==> src/rtl/frame_builder.sv <==
// frame_builder: buffers one frame of payload from a valid/ready source and
// emits HEADER, CTRL, payload, CRC-16 and idle filler as a word-per-cycle stream.
//
// Ports:
//   clk_in       system clock, rising edge
//   rst_n        asynchronous active-low reset
//   s_data       payload word            (in, 16)
//   s_valid      payload word valid      (in)
//   s_last       final payload word      (in)
//   s_ready      payload accepted        (out)
//   ch_mask      channel mask, taken with the first word of a frame (in, 8)
//   crc_corrupt  invert CRC bit 0, taken with the final word (in)
//   data_out     framed stream           (out, 16)
//   frame_active HEADER through CRC      (out)
//   frame_done   pulse with the CRC word (out)
//   len_err      pulse when a frame fills without s_last (out)
module frame_builder #(
    parameter int          MAX_WORDS = 8,
    parameter logic [15:0] HEADER    = 16'hE0E0,
    parameter logic [15:0] IDLE_WORD = 16'h0000,
    parameter int          GAP_WORDS = 2,
    parameter logic [15:0] CRC_INIT  = 16'hFFFF
) (
    input  logic        clk_in,
    input  logic        rst_n,
    input  logic [15:0] s_data,
    input  logic        s_valid,
    input  logic        s_last,
    output logic        s_ready,
    input  logic [7:0]  ch_mask,
    input  logic        crc_corrupt,
    output logic [15:0] data_out,
    output logic        frame_active,
    output logic        frame_done,
    output logic        len_err
);

    localparam logic [2:0] S_IDLE = 3'd0;
    localparam logic [2:0] S_LOAD = 3'd1;
    localparam logic [2:0] S_HDR  = 3'd2;
    localparam logic [2:0] S_CTRL = 3'd3;
    localparam logic [2:0] S_PAY  = 3'd4;
    localparam logic [2:0] S_CRC  = 3'd5;
    localparam logic [2:0] S_GAP  = 3'd6;

    localparam logic [3:0] MAX4 = 4'(MAX_WORDS);
    localparam logic [3:0] GAP4 = 4'(GAP_WORDS - 1);

    logic [2:0]  state;
    logic [3:0]  cnt;
    logic [3:0]  pidx;
    logic [3:0]  gap_cnt;
    logic [7:0]  mask;
    logic        corrupt;
    logic [15:0] crc_reg;
    logic [15:0] mem [MAX_WORDS];

    logic        xfer;
    logic [3:0]  wr_idx;
    logic [3:0]  cnt_next;
    logic        load_end;
    logic [15:0] rd_word;
    logic [15:0] ctrl_word;

    // CRC-16/CCITT over one word, MSB first, fully unrolled.
    function automatic logic [15:0] crc_step(
        input logic [15:0] c_in,
        input logic [15:0] d
    );
        logic [15:0] c;
        logic        fb;
        c = c_in;
        for (int b = 15; b >= 0; b--) begin
            fb = c[15] ^ d[b];
            c  = {c[14:0], 1'b0};
            if (fb) c = c ^ 16'h1021;
        end
        return c;
    endfunction

    // Gated by rst_n so ready drops the moment reset is asserted.
    assign s_ready   = rst_n && (state == S_IDLE || state == S_LOAD);
    assign xfer      = s_valid && s_ready;
    assign wr_idx    = (state == S_IDLE) ? 4'd0 : cnt;
    assign cnt_next  = wr_idx + 4'd1;
    assign load_end  = s_last || (cnt_next == MAX4);
    assign ctrl_word = {mask, 4'b0000, cnt};

    always_comb begin
        rd_word = IDLE_WORD;
        for (int i = 0; i < MAX_WORDS; i++) begin
            if (pidx == 4'(i)) rd_word = mem[i];
        end
    end

    // Payload store needs no reset: cnt bounds what is ever read back.
    always_ff @(posedge clk_in) begin
        if (xfer) begin
            for (int i = 0; i < MAX_WORDS; i++) begin
                if (wr_idx == 4'(i)) mem[i] <= s_data;
            end
        end
    end

    // data_out always reflects the current state's word, so each
    // transition loads the word belonging to the state being entered.
    always_ff @(posedge clk_in or negedge rst_n) begin
        if (!rst_n) begin
            state        <= S_IDLE;
            cnt          <= 4'd0;
            pidx         <= 4'd0;
            gap_cnt      <= 4'd0;
            mask         <= 8'd0;
            corrupt      <= 1'b0;
            crc_reg      <= CRC_INIT;
            data_out     <= IDLE_WORD;
            frame_active <= 1'b0;
            frame_done   <= 1'b0;
            len_err      <= 1'b0;
        end else begin
            frame_done <= 1'b0;
            len_err    <= 1'b0;
            unique case (state)
                S_IDLE, S_LOAD: begin
                    if (xfer) begin
                        cnt     <= cnt_next;
                        corrupt <= crc_corrupt;
                        if (state == S_IDLE) mask <= ch_mask;
                        if (load_end) begin
                            state        <= S_HDR;
                            data_out     <= HEADER;
                            frame_active <= 1'b1;
                            crc_reg      <= CRC_INIT;
                            pidx         <= 4'd0;
                            len_err      <= !s_last;
                        end else begin
                            state <= S_LOAD;
                        end
                    end
                end
                S_HDR: begin
                    state    <= S_CTRL;
                    data_out <= ctrl_word;
                    crc_reg  <= crc_step(crc_reg, ctrl_word);
                end
                S_CTRL, S_PAY: begin
                    if (state == S_PAY && pidx == cnt) begin
                        state      <= S_CRC;
                        data_out   <= crc_reg ^ {15'b0, corrupt};
                        frame_done <= 1'b1;
                    end else begin
                        state    <= S_PAY;
                        data_out <= rd_word;
                        crc_reg  <= crc_step(crc_reg, rd_word);
                        pidx     <= pidx + 4'd1;
                    end
                end
                S_CRC: begin
                    state        <= S_GAP;
                    data_out     <= IDLE_WORD;
                    frame_active <= 1'b0;
                    gap_cnt      <= GAP4;
                end
                S_GAP: begin
                    data_out <= IDLE_WORD;
                    if (gap_cnt == 4'd0) begin
                        state <= S_IDLE;
                        cnt   <= 4'd0;
                    end else begin
                        gap_cnt <= gap_cnt - 4'd1;
                    end
                end
                default: begin
                    state        <= S_IDLE;
                    data_out     <= IDLE_WORD;
                    frame_active <= 1'b0;
                end
            endcase
        end
    end

endmodule
==> config.mk <==
export PLATFORM = sky130hd
export DESIGN_NAME = frame_builder
export DESIGN_NICKNAME = d
export VERILOG_FILES = /design/src/rtl/frame_builder.sv
export SDC_FILE = /design/constraint.sdc
export NUM_CORES = 1
export LEC_CHECK = 0
export CORE_MARGIN = 1
export CORE_UTILIZATION = 55
export DETAILED_ROUTE_END_ITERATION = 8
export PLACE_DENSITY_LB_ADDON = 0.05
export SLEW_MARGIN = 20
export SYNTH_ARGS = -nofsm -noshare
export SYNTH_HDL_FRONTEND = slang
export SYNTH_SLANG_ARGS = --single-unit
==> constraint.sdc <==
create_clock -name clk_in -period 3 [get_ports clk_in]
set_input_delay 0.6 -clock clk_in [delete_from_list [all_inputs] [get_ports clk_in]]
set_output_delay 0.6 -clock clk_in [all_outputs]
set_load 0.005 [all_outputs]
-- Word-level counts from Yosys, hierarchy flattened
Memories as Yosys holds them, arrays and structs flattened.
Index checks and enable logic that the tools add are counted.
- add/subtract/negate cells: 3
- multiply operators: 0
- div/mod/pow operators: 0
- $lt $le $gt $ge: 0
- equal/unequal tests: 27
- shift-type cells: 0
- multiplexer cells: 161
- bitwise gates (word level): 61
- reduce and logical (&&, ||, !) cells: 33
- operators with widths (operator ; number):
    $mux W16 ; 66
    $mux W13 ; 32
    $reduce_or A16 Y1 ; 7
    $pmux W16 S3 ; 2
    $not A3 Y3 ; 31
    $mux W1 ; 39
    $eq A4 B3 Y1 const B ; 8
    $mux W4 ; 7
    $xor A1 B1 Y1 ; 28
    $mux W3 ; 9
    $pmux W4 S2 ; 3
    $eq A4 B2 Y1 const B ; 4
    $xor A16 B1 Y16 ; 1
    $pmux W3 S5 ; 1
    $logic_not A4 Y1 ; 3
    $ne A2 B2 Y1 const B ; 5
    $eq A3 B3 Y1 const B ; 3
    $reduce_and A3 Y1 ; 3
    $add A4 B1 Y4 const B ; 2
    $eq A4 B1 Y1 const B ; 2
    $reduce_and A2 Y1 ; 4
    $reduce_and A4 Y1 ; 2
    $eq A3 B2 Y1 const B ; 2
    $reduce_bool A2 Y1 ; 3
    other kinds (14) ; 18
- bits in registers: 59
- latch bits: 0
- bits in writable memories: 128
- memory bits (read-only): 0
- bits of input ports: 29
- output and inout bits: 20
- word-level logic and storage cells: 297
- memories kept: 1
- memory list (memory ; depth ; bits a word ; rd ports ; clocked after memory_dff ; write ports ; RTL line ; text):
    mem ; 8 ; 16 ; 8 ; 0 ; 1 ; 56 ; logic [15:0] mem [MAX_WORDS];

-- Logic depth before layout (Yosys ltp)
Gate-level depths: netlist of run 1.
- word-level depth: 73
- gate-level depth with buffers: 15
- depth with buffers taken out: 11

-- Least setup slack after synthesis of run 1
No wires, ideal clock.
- kind: register -> register
- start: reg pidx[1]
- end: reg crc_reg[12]
- setup time: 0.094 ns
- data arrival time: 2.929 ns
- setup slack: -0.023 ns
- cell stages (with the launch flop): 15
- buffers on the path: 3
- cell sequence: dfrtp_1 > inv_1 > ha_1 > buf_6 > buf_4 > buf_2 > nand3b_1 > a221oi_1 > o22ai_1 > a22oi_1 > xnor2_1 > xnor3_1 > a211o_1 > mux2i_1 > a211oi_2
- cells in the longest elaborated chain, start to end: 55
- elaborated cells on any way between the ends: 79
- RTL lines (element ; RTL line ; text):
    start: declaration ; 51 ; logic [3:0] pidx;
    start signal: assignment ; 155 ; pidx <= pidx + 4'd1;
    $logic_not A4 Y1 ; 92 ; if (pidx == 4'(i)) rd_word = mem[i];
    $mux W16 (8 in series) ; 92 ;
    $xor A1 B1 Y1 ; 74 ; fb = c[15] ^ d[b];
    $mux W13 ; 76 ; if (fb) c = c ^ 16'h1021;
    $mux W16 ; 147 ; if (state == S_PAY && pidx == cnt) begin
    $mux W16 ; 123 ; unique case (state)
    $mux W16 or $mux W13 (tied branches) ; 147, 76 ;
    $mux W16, on equally long branches ; 123, 147 ;
    [... 32 more ...] ; - ;
    $mux W16, on equally long branches ; 123, 147 ;
    $mux W13 or $mux W16 (tied branches) ; 76, 123 ;
    $mux W16 ; 147 ;
    $mux W16 ; 123 ;
    $not A3 Y3 (no source line) or $xor A1 B1 Y1 (tied branches) ; - ;
    $mux W13 ; 76 ;
    $mux W16 ; 147 ;
    $pmux W16 S3 ; 123 ;
    end signal: assignment ; 144 ; crc_reg <= crc_step(crc_reg, ctrl_word);
    end signal: assignment ; 154 ; crc_reg <= crc_step(crc_reg, rd_word);
    end: declaration ; 55 ; logic [15:0] crc_reg;
Several ways; a longest one is shown, not always the timed one. The select of a mux whose other input is x is not followed.
A chain may end at the register's enable or synchronous reset.

-- Final worst setup path of run 1
- start: reg pidx[0]
- end: reg crc_reg[8]
- cells in the longest elaborated chain, start to end: 54
- elaborated cells on any way between the ends: 77
- RTL lines (element ; RTL line):
    $logic_not A4 Y1 ; 92
    $mux W16 (8 in series) ; 92
    $xor A1 B1 Y1 ; 74
    $mux W13 ; 76
    $mux W16 ; 147
    $mux W16 ; 123
    $mux W13 ; 76
    $mux W16 ; 147
    [... 31 more ...] ; -
    $mux W16 ; 147
    $mux W16 ; 123
    $mux W13 ; 76
    $mux W16 ; 147
    $mux W16 ; 123
    $mux W13 ; 76
    $mux W16 ; 147
    $pmux W16 S3 ; 123
Several ways; a longest one is shown, not always the timed one. The select of a mux whose other input is x is not followed.

==> metrics.md, run 1 <==
| Metric | Value |
|---|---|
| Post-Place Worst Slack | `-0.350 ns` |
| Nets | `995` |
| Site row count | `47` |
| Ys Warns | `0` |
| Clock Tree Buf Depth | `2` |
| Fin. max-slew vios | `0` |
| Async set or reset register ratio after synthesis | `31.6%` |
| ANT cells | `0` |
| First-pass DRT Iterations | `5` |
| Grt total ovfl | `0` |
| Largest net degree at the start of global routing | `43` |
| Global-route wire length before repair | `40.3 mm` |
| Clk root buf | `clkbuf_16` |
| Clk sinks | `187` |
| Max Clock Skew | `0.00785 ns` |
| Worst-path maximum fanout | `6` |
| Worst skew pair latency | `0.44 ns` |
| Worst-Margin Slew | `0.809 ns` |
| Synthesized cell area | `9620 µm²` |
| Die Ht | `134 µm` |
| Failing checks | `negative setup slack` |
| Gp weighted congestion | `0.918` |
| Initial antenna violation count | `0` |
| Ports | `49` |
| Synth top area share | `39.9%` |
| Most area-hungry cell type in the Yosys netlist | `edfxtp_1` |
| Max reg flops | `128` |
| Crit. End Element | `register` |
| Final hold vios | `0` |
| CP Cell Sequence | `ha_4, or3_4, buf_6, a211oi_4, o31ai_4, xor2_2, xnor2_2, buf_4, xnor3_2, xnor2_1, a221oi_1, nor2_1` |
| Placed cell area | `11000 µm²` |
| Ranking of synthesized cells by area | `edfxtp_1 40%, dfrtp_1 11%, xnor2_1 5.3%` |
| Primary FF master, synth | `edfxtp_1` |
| GRT Overall Usage | `30.2%` |
| H-tree levels | `4` |
| Syn Inst Count | `800` |
| Synth unique cells | `83` |
| Max-cap violation count | `0` |
| Sequential share of the synthesized area | `55.5%` |
| Post-synth net total | `838` |
| Placed cells | `1120` |
| Fillers | `1103` |
| Crit path DAT | `3.70 ns` |
| Share of cells above drive strength 1 | `31.9%` |
| Initial cell density of the core | `57.2%` |
| Final cycle utilization of the critical path | `112%` |
| Max incr delay on CP | `0.48 ns` |
| EDFF count, synth | `128` |
| Post-DP HPWL | `17.1 mm` |
| Rel. slew slack | `45.8%` |
| Status | `finished, violations left` |
| TritonCTS buffer count | `17` |
| Endpoints failing setup | `13` |
| CTS tree | `yes` |
| Tmin final | `3.35 ns` |
| Avg Inst Size Synth | `12.0 µm²` |
| Synthesis-stage register bit count | `187` |
| Vias in the first global route | `7282` |
| CP Class | `reg -> reg` |
| Die X | `134 µm` |
| Area Overhead vs Synth | `30.0%` |
| Slowest CP cell | `dfrtp_2` |
| Worst-path clk slew | `0.07 ns` |
| Routed Antenna Nets | `0` |
| Residual DRC count | `0` |
| Initial drt markers | `726` |
| Core area | `16800 µm²` |
| Critical Path RT | `3.36 ns` |
| Setup TNS | `-1.63 ns` |
| Via density | `6.08` |
| Die area | `18000 µm²` |
| Unrepaired setup endpoints after global routing | `yes` |
| Routed via count | `7235` |
| Fin area | `12500 µm²` |
| Fmax achieved | `0.299 GHz` |
| CP startpoint kind | `register` |
| Fin cells | `1190` |
| Min-delay worst type | `in -> async` |
| DR WL/cell | `22.3 µm` |
| Total wire length | `26.5 mm` |
| # port buffers | `48` |
| Final worst setup slack | `-0.347 ns` |
[kinds of logic after synthesis]
group / Yosys count / synth area share (%)
AO/OA/AOI/OAI: 217 / 16.0
AND/OR/NAND/NOR: 200 / 10.3
flip-flops: 187 / 55.5
XOR/XNOR: 94 / 10.8
buffers and inverters: 73 / 3.97
multiplexers: 20 / 2.22
adder cells (fa/ha/maj): 9 / 1.17
[final cells by class]
class | count | area [µm²] | share of cell area (%)
Sequential cell | 187 | 5340 | 42.7
Clock inverter | 14 | 135 | 1.08
Timing Repair Buffer | 188 | 1760 | 14.1
Multi-Input combinational cell | 540 | 4470 | 35.8
Clock buffer | 18 | 429 | 3.43
Inverter | 23 | 91.3 | 0.730
Tap cell | 220 | 275 | 2.20
[cells in the mapped netlist (6+ instances only)]
library cell  count
nor2_1           63
edfxtp_1        128
dfrtp_1          43
dfstp_2          16
and2_1            6
nor3b_1           8
buf_2            11
nand3_1           8
a21oi_1          56
xor2_1           16
nand2b_1         11
a22oi_1          19
xnor2_1          58
nand3b_1          8
a221oi_1         15
xnor2_2           8
nand2_1          56
a221o_1           7
buf_6             7
clkbuf_1         22
mux2i_1           9
nor3_1            7
o21ai_0          44
nor2b_1          12
buf_4             8
ha_1              9
inv_1            20
o22ai_1          10
mux2_2           11
[timing repair]
action / CTS / global route
gates resized for setup: 53 / 76
gates cloned: 2 / 2
hold endpoints to repair: 0 / 0
pin swaps: 27 / 56
setup endpoints to repair: 16 / 18
hold buffers: 0 / 0
setup buffers: 21 / 29
[layout by cell type, fill, tap and decap left out, types with 6 or more instances in the layout]
master / count
and2_1: 6
a21oi_2: 10
xnor2_4: 8
nor2_1: 61
xor2_1: 13
mux2_2: 11
a221oi_2: 6
a21oi_1: 45
clkbuf_16: 19
nand3b_1: 8
buf_12: 10
nor2b_1: 7
mux2i_1: 8
o21ai_1: 7
a221oi_1: 11
nand2_1: 56
a221o_1: 7
buf_6: 14
nand3_1: 8
edfxtp_1: 128
o21ai_0: 39
buf_4: 110
nand2b_1: 10
xnor2_2: 10
a22oi_1: 17
dfrtp_1: 40
inv_1: 18
xnor2_1: 49
clkdlybuf4s50_1: 47
o22ai_1: 6
dfstp_2: 16
[critical path, delay by kind of cell (launching register included)]
kind                       cells  cell delay [ns]
AOI/OAI and AO/OA              3             0.72
xor gates and xnor gates       4             1.04
adders and majority gates      1             0.20
buffers and inverters          2             0.32
DFF                            1             0.48
and+or+nand+nor                2             0.48
[layer usage]
metal  track usage, %  share of wire, %  vias to the layer above
li1                 -                 -                     3261
met1             37.8                40                     3603
met2             49.8                50                      299
met3             6.92               6.0                       72
met4             14.2               3.7                        0
met5                0                 0                        -
[worst paths after layout]
path                        startpoint           to  slack (ns)  depth (start not counted)
max                            pidx[0]   crc_reg[8]       -0.35                         12
min                              rst_n   gap_cnt[2]        0.17                          2
max reg2reg                    pidx[0]   crc_reg[8]       -0.35                         12
min reg2reg                data_out[4]  data_out[4]        0.49                          2
max in group asynchronous        rst_n   crc_reg[8]        2.31                          2
min in group clk_in        data_out[4]  data_out[4]        0.49                          2
[through the flow]
stage | hold WS (ns) | util, %
4_1_cts | 0.170 | 71.0
6_report | 0.167 | 74.4
5_1_grt | 0.181 | 74.4
3_5_place_dp | 0.474 | 65.2
2_1_floorplan | 0.304 | -
3_3_place_gp | 0.467 | 65.2
Power of run 1 is left out: the tool's default activity adds up to more than one toggle a clock period on the data nets, which glitch-free logic cannot reach.
==> run 2: changes to the inputs <==
- GPL_TIMING_DRIVEN: default -> 0
==> metrics.md, run 2 (synthesis gave the netlist of run 1 again) <==
| Metric | Value |
|---|---|
| Status | `finished, violations left (unchanged)` |
| Failing checks | `negative setup slack (unchanged)` |
| Die area | `18000 µm² (unchanged)` |
| Global-route wire length before repair | `41.5 mm (was 40.3 mm)` |
| Area Overhead vs Synth | `27.8% (was 30.0%)` |
| GRT Overall Usage | `31.6% (was 30.2%)` |
| Max incr delay on CP | `0.47 ns (was 0.48 ns)` |
| Crit. End Element | `register (unchanged)` |
| Tmin final | `3.31 ns (was 3.35 ns)` |
| Clk sinks | `187 (unchanged)` |
| Min-delay worst type | `in -> async (unchanged)` |
| Final hold vios | `0 (unchanged)` |
| Sequential cell area | `5340 µm² (unchanged)` |
| Crit path max-delay family | `buffers and inverters (was XOR/XNOR gates)` |
| Grt total ovfl | `0 (unchanged)` |
| Crit path DAT | `3.68 ns (was 3.70 ns)` |
| Core area | `16800 µm² (unchanged)` |
| Slowest CP cell | `dfrtp_2 (unchanged)` |
| Crit path top cell by count | `buf_12` |
| Most frequent cells in the layout | `128 x edfxtp_1, 55 x nand2_1, 53 x xnor2_1, 53 x nor2_1, 50 x a21oi_1 (was 128 x edfxtp_1, 110 x buf_4, 61 x nor2_1, 56 x nand2_1, 49 x xnor2_1)` |
| Worst-Margin Slew | `0.789 ns (was 0.809 ns)` |
| Critical Path RT | `3.37 ns (was 3.36 ns)` |
| Site row count | `47 (unchanged)` |
| Clk root buf | `clkbuf_16 (unchanged)` |
| Share of cells above drive strength 1 | `28.6% (was 31.9%)` |
| DR WL/cell | `23.4 µm (was 22.3 µm)` |
| Via density | `6.18 (was 6.08)` |
| Post-DP HPWL | `18.1 mm (was 17.1 mm)` |
| Routed Antenna Nets | `0 (unchanged)` |
| Initial antenna violation count | `0 (unchanged)` |
| CTS tree | `yes (unchanged)` |
| Rel. slew slack | `47.4% (was 45.8%)` |
| Routed via count | `7193 (was 7235)` |
| Die X | `134 µm (unchanged)` |
| CP Cell Sequence | `buf_6, ha_4, buf_12, buf_12, buf_12, inv_4, buf_8, o221ai_1, a32oi_2, xnor3_2, xnor2_4, xnor2_4, buf_4, a21oi_2, a21o_1 (was ha_4, or3_4, buf_6, a211oi_4, o31ai_4, xor2_2, xnor2_2, buf_4, xnor3_2, xnor2_1, a221oi_1, nor2_1)` |
| Final cycle utilization of the critical path | `110% (was 112%)` |
| Worst-path maximum fanout | `10 (was 6)` |
| Max reg flops | `128 (unchanged)` |
| Fillers | `1131 (was 1103)` |
| TritonCTS buffer count | `17 (unchanged)` |
| H-tree levels | `4 (unchanged)` |
| Sum of buffers and inverters on the critical path | `7 (was 2)` |
| Clock Tree Buf Depth | `2 (unchanged)` |
| Fin cells | `1164 (was 1190)` |
| Commonest non-fill, non-tap cell in the layout | `edfxtp_1 (unchanged)` |
| Fmax achieved | `0.302 GHz (was 0.299 GHz)` |
| Residual DRC count | `0 (unchanged)` |
| Gp weighted congestion | `0.946 (was 0.918)` |
| Initial cell density of the core | `57.2% (unchanged)` |
| CP startpoint kind | `register (unchanged)` |
| Worst skew pair latency | `0.45 ns (was 0.44 ns)` |
| Max-cap violation count | `0 (unchanged)` |
| Endpoints failing setup | `16 (was 13)` |
| Fin. max-slew vios | `0 (unchanged)` |
| Ports | `49 (unchanged)` |
| Nets | `969 (was 995)` |
| Final worst setup slack | `-0.307 ns (was -0.347 ns)` |
| ANT cells | `0 (unchanged)` |
| Hold-fix buffers at CTS | `0 (unchanged)` |
| Max Clock Skew | `0.0120 ns (was 0.00785 ns)` |
| Placed cells | `1078 (was 1120)` |
| Vias in the first global route | `7156 (was 7282)` |
| Die Ht | `134 µm (unchanged)` |
| Multi-input gate area in the final layout | `4420 µm² (was 4470 µm²)` |
| First-pass DRT Iterations | `6 (was 5)` |
| Worst-path clk slew | `0.08 ns (was 0.07 ns)` |
| Total wire length | `27.3 mm (was 26.5 mm)` |
| Largest net degree at the start of global routing | `44 (was 43)` |
| Unrepaired setup endpoints after global routing | `yes (unchanged)` |
| CP Class | `reg -> reg (unchanged)` |
| # port buffers | `48 (unchanged)` |
| Initial drt markers | `721 (was 726)` |
[run 2: cell types whose count changed in the layout (fill, tap and decap cells not counted), sizes merged]
cell      previous run  this run
buf                139        95
bufinv               1         0
inv                 27        28
clkinv               7         9
clkbuf              20        37
clkinvlp             2         1
[run 2: timing repair]
action | CTS | global route
setup endpoints to repair | 36 | 43
setup buffers | 35 | 24
gates resized for setup | 94 | 59
gates cloned | 3 | 0
pin swaps | 44 | 38
[run 2: worst paths after layout]
path	start	end	slack, ns	cells after the start
min in group clk_in	data_out[15]	data_out[15]	0.51	1
setup reg to reg	pidx[1]	crc_reg[0]	-0.31	15
max in group asynchronous	rst_n	crc_reg[10]	2.38	2
hold / removal	rst_n	cnt[1]	0.03	1
setup / recovery	pidx[1]	crc_reg[0]	-0.31	15
hold reg to reg	data_out[15]	data_out[15]	0.51	1
[run 2: final cells by class]
type	instances	share of cell area, %
timing repair buffer	116	9.37
inverter	23	0.763
clock buffer	17	3.46
sequential	187	43.5
buffer	46	3.25
tap	220	2.24
multi-input combinational	540	35.9
clock inverter	15	1.53
[run 2: per-stage QoR]
step | instance area (µm²) | hold slack, ns | setup TNS (ns) | util [%] | setup slack, ns
floorplan | 9640 | 0.304 | 0 | - | 0.00348
global placement | 10400 | 0.468 | -482.09 | 61.8 | -2.81
detailed placement | 10500 | 0.488 | -17.27 | 62.7 | -0.817
CTS | 11900 | 0.0315 | -3.04 | 70.6 | -0.316
global route | 12300 | 0.0443 | -4.54 | 73.1 | -0.424
finish | 12300 | 0.0343 | -2.85 | 73.1 | -0.307
[run 2: worst reg2reg max path, stage by stage (launching register included)]
cell and delay [ns]:
dfrtp_2 0.47, buf_6 0.14, ha_4 0.17, buf_12 0.14, buf_12 0.15, buf_12 0.12, inv_4 0.07, buf_8 0.15
o221ai_1 0.16, a32oi_2 0.42, xnor3_2 0.37, xnor2_4 0.18, xnor2_4 0.29, buf_4 0.17, a21oi_2 0.04, a21o_1 0.18
[run 2: layer usage]
metal / part of all wire [%] / GRT usage [%] / vias up
met5: 0 / 0 / -
met4: 5.1 / 16.5 / 0
met3: 6.4 / 5.56 / 92
met2: 49 / 52.4 / 345
met1: 39 / 39.8 / 3542
li1: - / - / 3214
Power of run 2 is left out for the same reason.
